**config.mk**
```make
export PLATFORM = sky130hd
export DESIGN_NAME = vram_avl_master
export DESIGN_NICKNAME = d
export VERILOG_FILES = /design/src/rtl/vram_avl_master.sv
export SDC_FILE = /design/constraint.sdc
export NUM_CORES = 1
export LEC_CHECK = 0
export CAP_MARGIN = 40
export CELL_PAD_IN_SITES_DETAIL_PLACEMENT = 1
export CELL_PAD_IN_SITES_GLOBAL_PLACEMENT = 1
export CORE_MARGIN = 2
export CORE_UTILIZATION = 47
export CTS_CLUSTER_SIZE = 24
export DETAILED_ROUTE_END_ITERATION = 8
export DONT_BUFFER_PORTS = 1
export HOLD_SLACK_MARGIN = 0.1
export PLACE_DENSITY = 0.95
export SYNTH_ARGS = -nofsm -noshare
export SYNTH_HDL_FRONTEND = slang
export SYNTH_SLANG_ARGS = --single-unit
```
**constraint.sdc**
```tcl
create_clock -name Clk -period 4.3 [get_ports Clk]
set_clock_uncertainty 0.15 [all_clocks]
set_input_delay 1.29 -clock Clk [delete_from_list [all_inputs] [get_ports Clk]]
set_output_delay 1.29 -clock Clk [all_outputs]
set_load 0.02 [all_outputs]
```
**src/rtl/vram_avl_master.sv**
```systemverilog
// Avalon-MM master that turns host read / write / block-fill commands into
// single-word VRAM bus cycles, with one wait state on reads and a gap cycle after every write.
module vram_avl_master (
    input  logic        Clk,
    input  logic        RESET,
    input  logic        cmd_valid,
    output logic        cmd_ready,
    input  logic        cmd_write,
    input  logic        cmd_fill,
    input  logic [10:0] cmd_addr,
    input  logic [31:0] cmd_wdata,
    input  logic [3:0]  cmd_be,
    input  logic [10:0] cmd_count,
    output logic        rsp_valid,
    output logic [31:0] rsp_rdata,
    output logic        done,
    output logic        busy,
    output logic        AVL_CS,
    output logic        AVL_READ,
    output logic        AVL_WRITE,
    output logic [10:0] AVL_ADDR,
    output logic [3:0]  AVL_BYTE_EN,
    output logic [31:0] AVL_WRITEDATA,
    input  logic [31:0] AVL_READDATA
);

    // state | meaning
    // IDLE  | ready for a command
    // RD1   | read strobe, first cycle
    // RD2   | read strobe, wait state; read data sampled on exit
    // RSP   | rsp_valid pulse
    // WR    | single write strobe
    // GAP   | strobes low; next fill word or done
    localparam logic [2:0] IDLE = 3'd0;
    localparam logic [2:0] RD1  = 3'd1;
    localparam logic [2:0] RD2  = 3'd2;
    localparam logic [2:0] RSP  = 3'd3;
    localparam logic [2:0] WR   = 3'd4;
    localparam logic [2:0] GAP  = 3'd5;

    logic [2:0]  state;
    logic [10:0] addr_q;
    logic [31:0] wdata_q;
    logic [3:0]  be_q;
    logic [10:0] remaining_q;

    always_ff @(posedge Clk) begin
        if (RESET) begin
            state       <= IDLE;
            addr_q      <= '0;
            wdata_q     <= '0;
            be_q        <= '0;
            remaining_q <= '0;
            rsp_rdata   <= '0;
        end else begin
            case (state)
                IDLE: begin
                    if (cmd_valid) begin
                        addr_q  <= cmd_addr;
                        wdata_q <= cmd_wdata;
                        if (cmd_fill) begin
                            be_q <= 4'hF;
                            // remaining counts the words still owed after the one about to be written
                            if (cmd_count == 11'd0) begin
                                remaining_q <= '0;
                                state       <= GAP;
                            end else begin
                                remaining_q <= cmd_count - 11'd1;
                                state       <= WR;
                            end
                        end else if (cmd_write) begin
                            be_q        <= cmd_be;
                            remaining_q <= '0;
                            state       <= WR;
                        end else begin
                            be_q        <= cmd_be;
                            remaining_q <= '0;
                            state       <= RD1;
                        end
                    end
                end
                RD1: state <= RD2;
                RD2: begin
                    rsp_rdata <= AVL_READDATA;
                    state     <= RSP;
                end
                RSP: state <= IDLE;
                WR:  state <= GAP;
                GAP: begin
                    if (remaining_q != 11'd0) begin
                        addr_q      <= addr_q + 11'd1;
                        remaining_q <= remaining_q - 11'd1;
                        state       <= WR;
                    end else begin
                        state <= IDLE;
                    end
                end
                default: state <= IDLE;
            endcase
        end
    end

    always_comb begin
        cmd_ready     = (state == IDLE);
        busy          = (state != IDLE);
        rsp_valid     = (state == RSP);
        done          = (state == GAP) && (remaining_q == 11'd0);
        AVL_READ      = (state == RD1) || (state == RD2);
        AVL_WRITE     = (state == WR);
        AVL_CS        = AVL_READ | AVL_WRITE;
        AVL_ADDR      = addr_q;
        AVL_WRITEDATA = wdata_q;
        AVL_BYTE_EN   = 4'h0;
        if (AVL_READ)
            AVL_BYTE_EN = 4'hF;
        else if (AVL_WRITE)
            AVL_BYTE_EN = be_q;
    end

endmodule

```
; Word-level counts from Yosys, hierarchy flattened
; Cells that the tools add are included.
; W data, S select, Z words.
[classes]
mux = 17
n_eq_ne = 7
n_reduce_logical = 10
n_addsub = 3
n_bitwise = 1
[op_table]
columns = cell, n
row1 = $mux W11, 6
row2 = $pmux W11 S2, 2
row3 = $logic_not A11 Y1, 2
row4 = $sub A11 B1 Y11 const B, 2
row5 = $pmux W3 S5, 1
row6 = $mux W3, 4
row7 = $mux W4, 3
row8 = $add A11 B1 Y11 const B, 1
row9 = $reduce_bool A11 Y1, 1
row10 = $eq A3 B2 Y1 const B, 2
row11 = $eq A3 B3 Y1 const B, 2
row12 = $ne A2 B2 Y1 const B, 2
row13 = $eq A3 B1 Y1 const B, 1
row14 = $logic_not A3 Y1, 1
row15 = $reduce_and A3 Y1, 1
row16 = $reduce_bool A3 Y1, 1
row17 = $reduce_and A2 Y1, 1
row18 = $reduce_bool A2 Y1, 1
row19 = $logic_and A1 B1 Y1, 1
row20 = $logic_or A1 B1 Y1, 1
row21 = $mux W1, 1
row22 = $or A1 B1 Y1, 1
[totals]
ff_bits = 93
output_inout_bits = 86
inputBits = 95

; Logic depth before layout (Yosys ltp)
[depth]
ltp_word = 5
depth_mapped = 8

; Least setup slack after synthesis
; Ideal clock, no wire load.
[synth_timing]
path_type = reg2out
from = register state[2]
to = output AVL_BYTE_EN[0]
path_buffers = 1
setup_slack_ns = 1.124
required_time_ns = 2.860
arrival_time_ns = 1.736
stages_incl_launch_ff = 5
path_cell_list = dfxtp_1 -> clkbuf_1 -> inv_1 -> nor3_1 -> a21o_1
[synth_via]
elab_chain_len = 3
[synth_rtl]
columns = item, line_no
row1 = "start, declared", 41  ; logic [2:0] state;
row2 = "start signal, assigned", 49  ; state <= IDLE;
row3 = "start signal, assigned", 66  ; state <= GAP;
row4 = "start signal, assigned", 69  ; state <= WR;
row5 = $eq A3 B3 Y1, 109  ; AVL_WRITE = (state == WR);
row6 = net AVL_WRITE, 20  ; output logic AVL_WRITE,
row7 = $mux W4, 116  ; else if (AVL_WRITE)
row8 = $mux W4, 114  ; if (AVL_READ)
row9 = "end, declared", 22  ; output logic [3:0] AVL_BYTE_EN,
; The timed path passes the listed nets, and every way through them passes these cells.

; Final worst setup path
[layout_timing]
from = register remaining_q[0]
to = output done
[layout_via]
elab_chain_len = 2
[layout_rtl]
columns = item, line_no
row1 = "start, declared", 45  ; logic [10:0] remaining_q;
row2 = "start signal, assigned", 68  ; remaining_q <= cmd_count - 11'd1;
row3 = "start signal, assigned", 92  ; remaining_q <= remaining_q - 11'd1;
row4 = $logic_not A11 Y1, 107  ; done = (state == GAP) && (remaining_q == 11'd0);
row5 = $logic_and A1 B1 Y1, 107
row6 = "end, declared", 16  ; output logic done,
; Every way passes these cells.

==> metrics.cfg <==
[critical_path]
path_cells=inv_1, ha_1, nor4b_1, nand3_2, nor2_1
critPathMaxStageDelay_ns=0.52
crit-reg2reg-capture=remaining_q[0]$_SDFFE_PP0P_
cp_max_fo=8
reg2reg_slack_ns=1.60
cp_top_family=simple AND/OR/NAND/NOR gates
start_kind=flip-flop
worst-path-buf-inv=1
rr_worst_depth=7
worstPathArrival_ns=2.27
cp_slowest_cell=nor4b_1
cp-end-kind=output pin
crit_type=flip-flop to output pin
cp_data_required_time_ns=2.86
reg2reg_from=remaining_q[0]$_SDFFE_PP0P_

[pwr]
p_seq_share_pct=47.7
swShare_pct=40.85
ir_worst_vdd_mv=0.2030
p_int_mw=1.512
pwr-share-comb_pct=27.9
power.density_nw_per_um2=576.0
p_clk_share_pct=24.4
p_leak_nw=1.593
switchingPower_mw=1.044

[clock_network]
htreeDepth=3
cts_sinks=93
cts_tree=built
cts-resized-gates=0
post_cts_buffers=0
cts_root_buf=clkbuf_8
clk_pin_slew_ns=0.10
hold_buffers=0
clockBufferDepth=2
cts_inserted_buffers=9
insertion_delay_ns=0.35

[yosys]
synth_fp_nets=641
synth_edf_count=0
yosysMostFrequentCell=nand2_1
synth_adder_area_share_pct=1.202
synth-simple-area-share_pct=27.40
synth_common_cells=nand2_1, dfxtp_1, a21oi_1
synth_top_family_by_area=simple AND/OR/NAND/NOR gates
synth_compound_area_share_pct=20.37
synthTopCellsByArea=dfxtp_1, nand2_1, a21oi_1
synth_warnings=0
synthCells=542
ys_seq_area_share_pct=44.71
synth_flop_cell=dfxtp_1
syn_area_um2=4164
syn_avg_cell_area_um2=7.683
synthArstFlopShare_pct=0
yosys-mux-area-fraction_pct=0.4808
ys_ff_latch=93
synth_top_area_share_pct=44.71
synth_cell_type_count=56
synth_top_area_cell=dfxtp_1
synthXorXnorAreaFrac_pct=1.262

[layout]
nFillCells=1072
layout.nets=625
drive_above_1_share_pct=7.156
postLayoutCellArea_um2=4439
diodes=0
area_growth_pct=6.611

[routing]
drt_iter0_markers=133
ant_nets=0
wl_per_cell_um=19.58
viasPerCell=6.111
routed_wl_um=12510
drc=0
drtPass1Iterations=4
dr_total_vias=3905

[floorplan]
die_h_um=98.13
die_w_um=98.13
core_region_area_um2=8636
dieArea_um2=9629
initial_utilization_pct=48.22
row_count=34
num_io_pins=181

[sta]
setup_viol_count_final=0
timing.slew.headroom_pct=49.84
hold_viol_final=0
worst_slew_pin_slew_ns=0.7497
finalSetupTns_ns=0
fmax_ghz=0.2694
slew_violations=0
holdWs_ns=0.3718
final.min_clock_period_ns=3.711
rsz0062_at_grt=false
layout_worst_path_cycle_share_pct=86.31

[placed_design]
place_congestion=0.9074
dp_hpwl_um=9098
dpl_cell_area_um2=4227
portBuffers=0

[worst_hold_path]
holdCritPathClass=flip-flop to flip-flop
hold_depth=2
hp-start=be_q[3]$_SDFFE_PP0P_
hold-path-endpoint=be_q[3]$_SDFFE_PP0P_

[global_routing]
busiest_layer=met2
globalRouteTotalUtil_pct=25.13
grt_pass1_wl_um=19870
use_met1_pct=28.64
use_met2_pct=44.73
grt_max_degree=89
grt_antenna_before_repair=0
grt_pass1_vias=4042
grt.overflow.total=0
use_met3_pct=7.946

[run_status]
status=complete, no violations

[flow_run]
drv_cap=0

==> power groups by stage <==
stage | registers (mW) | clock network (mW) | logic (mW)
2_1_floorplan | 1.19 | 0 | 0.576
3_3_place_gp | 1.23 | 0 | 0.654
3_5_place_dp | 1.24 | 0 | 0.706
4_1_cts | 1.22 | 0.641 | 0.711
5_1_grt | 1.24 | 0.678 | 0.789
6_report | 1.22 | 0.625 | 0.713
==> logic make-up (layout without fill, tap and decap cells) <==
group           count (synthesis)  in the layout
simple gates                  249            249
compound gates                143            143
xor+xnor                        6              6
mux                             2              2
buf+inv                        45             34
fa+ha+maj                       4              4
flops                          93             93
==> flip-flops by register name (all words and copies together), names as in the netlist <==
signal and cells:
AVL_WRITEDATA 32, rsp_rdata 32, AVL_ADDR 11, remaining_q 11, be_q 4, state 3
==> per-layer routing <==
metal / wire [um] / up-vias
li1: - / 1852
met1: 4926 / 1875
met2: 6330 / 161
met3: 1070 / 17
met4: 182 / 0
met5: 0 / -
==> metrics by stage <==
stage | instances | util [%] | worst slack (ns) | power, mW
after floorplan | 542 | - | 1.124 | 1.763
after global placement | 621 | 48.59 | 1.039 | 1.884
after detailed placement | 623 | 48.94 | 0.9717 | 1.946
after CTS | 639 | 51.41 | 0.5755 | 2.572
after global routing | 639 | 51.41 | 0.4609 | 2.707
final | 639 | 51.41 | 0.5886 | 2.557
==> worst max-delay path by stage <==
stage / to / cells past startpoint / slack (ns) / from
after floorplan: AVL_BYTE_EN[0] / 4 / 1.12 / state[2]$_SDFFE_PP0P_
after global placement: remaining_q[0]$_SDFFE_PP0P_ / 7 / 1.04 / cmd_count[0]
after detailed placement: remaining_q[0]$_SDFFE_PP0P_ / 7 / 0.97 / cmd_count[0]
after CTS: done / 5 / 0.58 / remaining_q[0]$_SDFFE_PP0P_
final: done / 5 / 0.59 / remaining_q[0]$_SDFFE_PP0P_
after global routing: done / 5 / 0.46 / remaining_q[0]$_SDFFE_PP0P_
==> placed cells by master, fill, tap and decap left out, types with 6 or more instances in the layout <==
cell type / n
a21o_1: 8
a21oi_1: 83
buf_4: 6
clkbuf_8: 10
dfxtp_1: 93
inv_1: 10
nand2_1: 149
nand3_1: 6
nor2_1: 32
nor3_1: 19
nor4_1: 7
o21ai_0: 17
==> tightest hold or removal path: cells and delay by family (launching register included) <==
| family | cells | cell delay [ns] |
|---|---|---|
| and+or+nand+nor | 2 | 0.15 |
| DFF | 1 | 0.33 |
==> cell type report <==
type	instances	area, um2	area share, %
multi-input combinational	404	2117	47.69
sequential	93	1862	41.94
clock buffer	10	137.6	3.100
clock inverter	6	75.07	1.691
tap	108	135.1	3.044
timing repair buffer	8	75.07	1.691
inverter	10	37.54	0.8455
No activity file was read; power rests on OpenSTA's default activity.
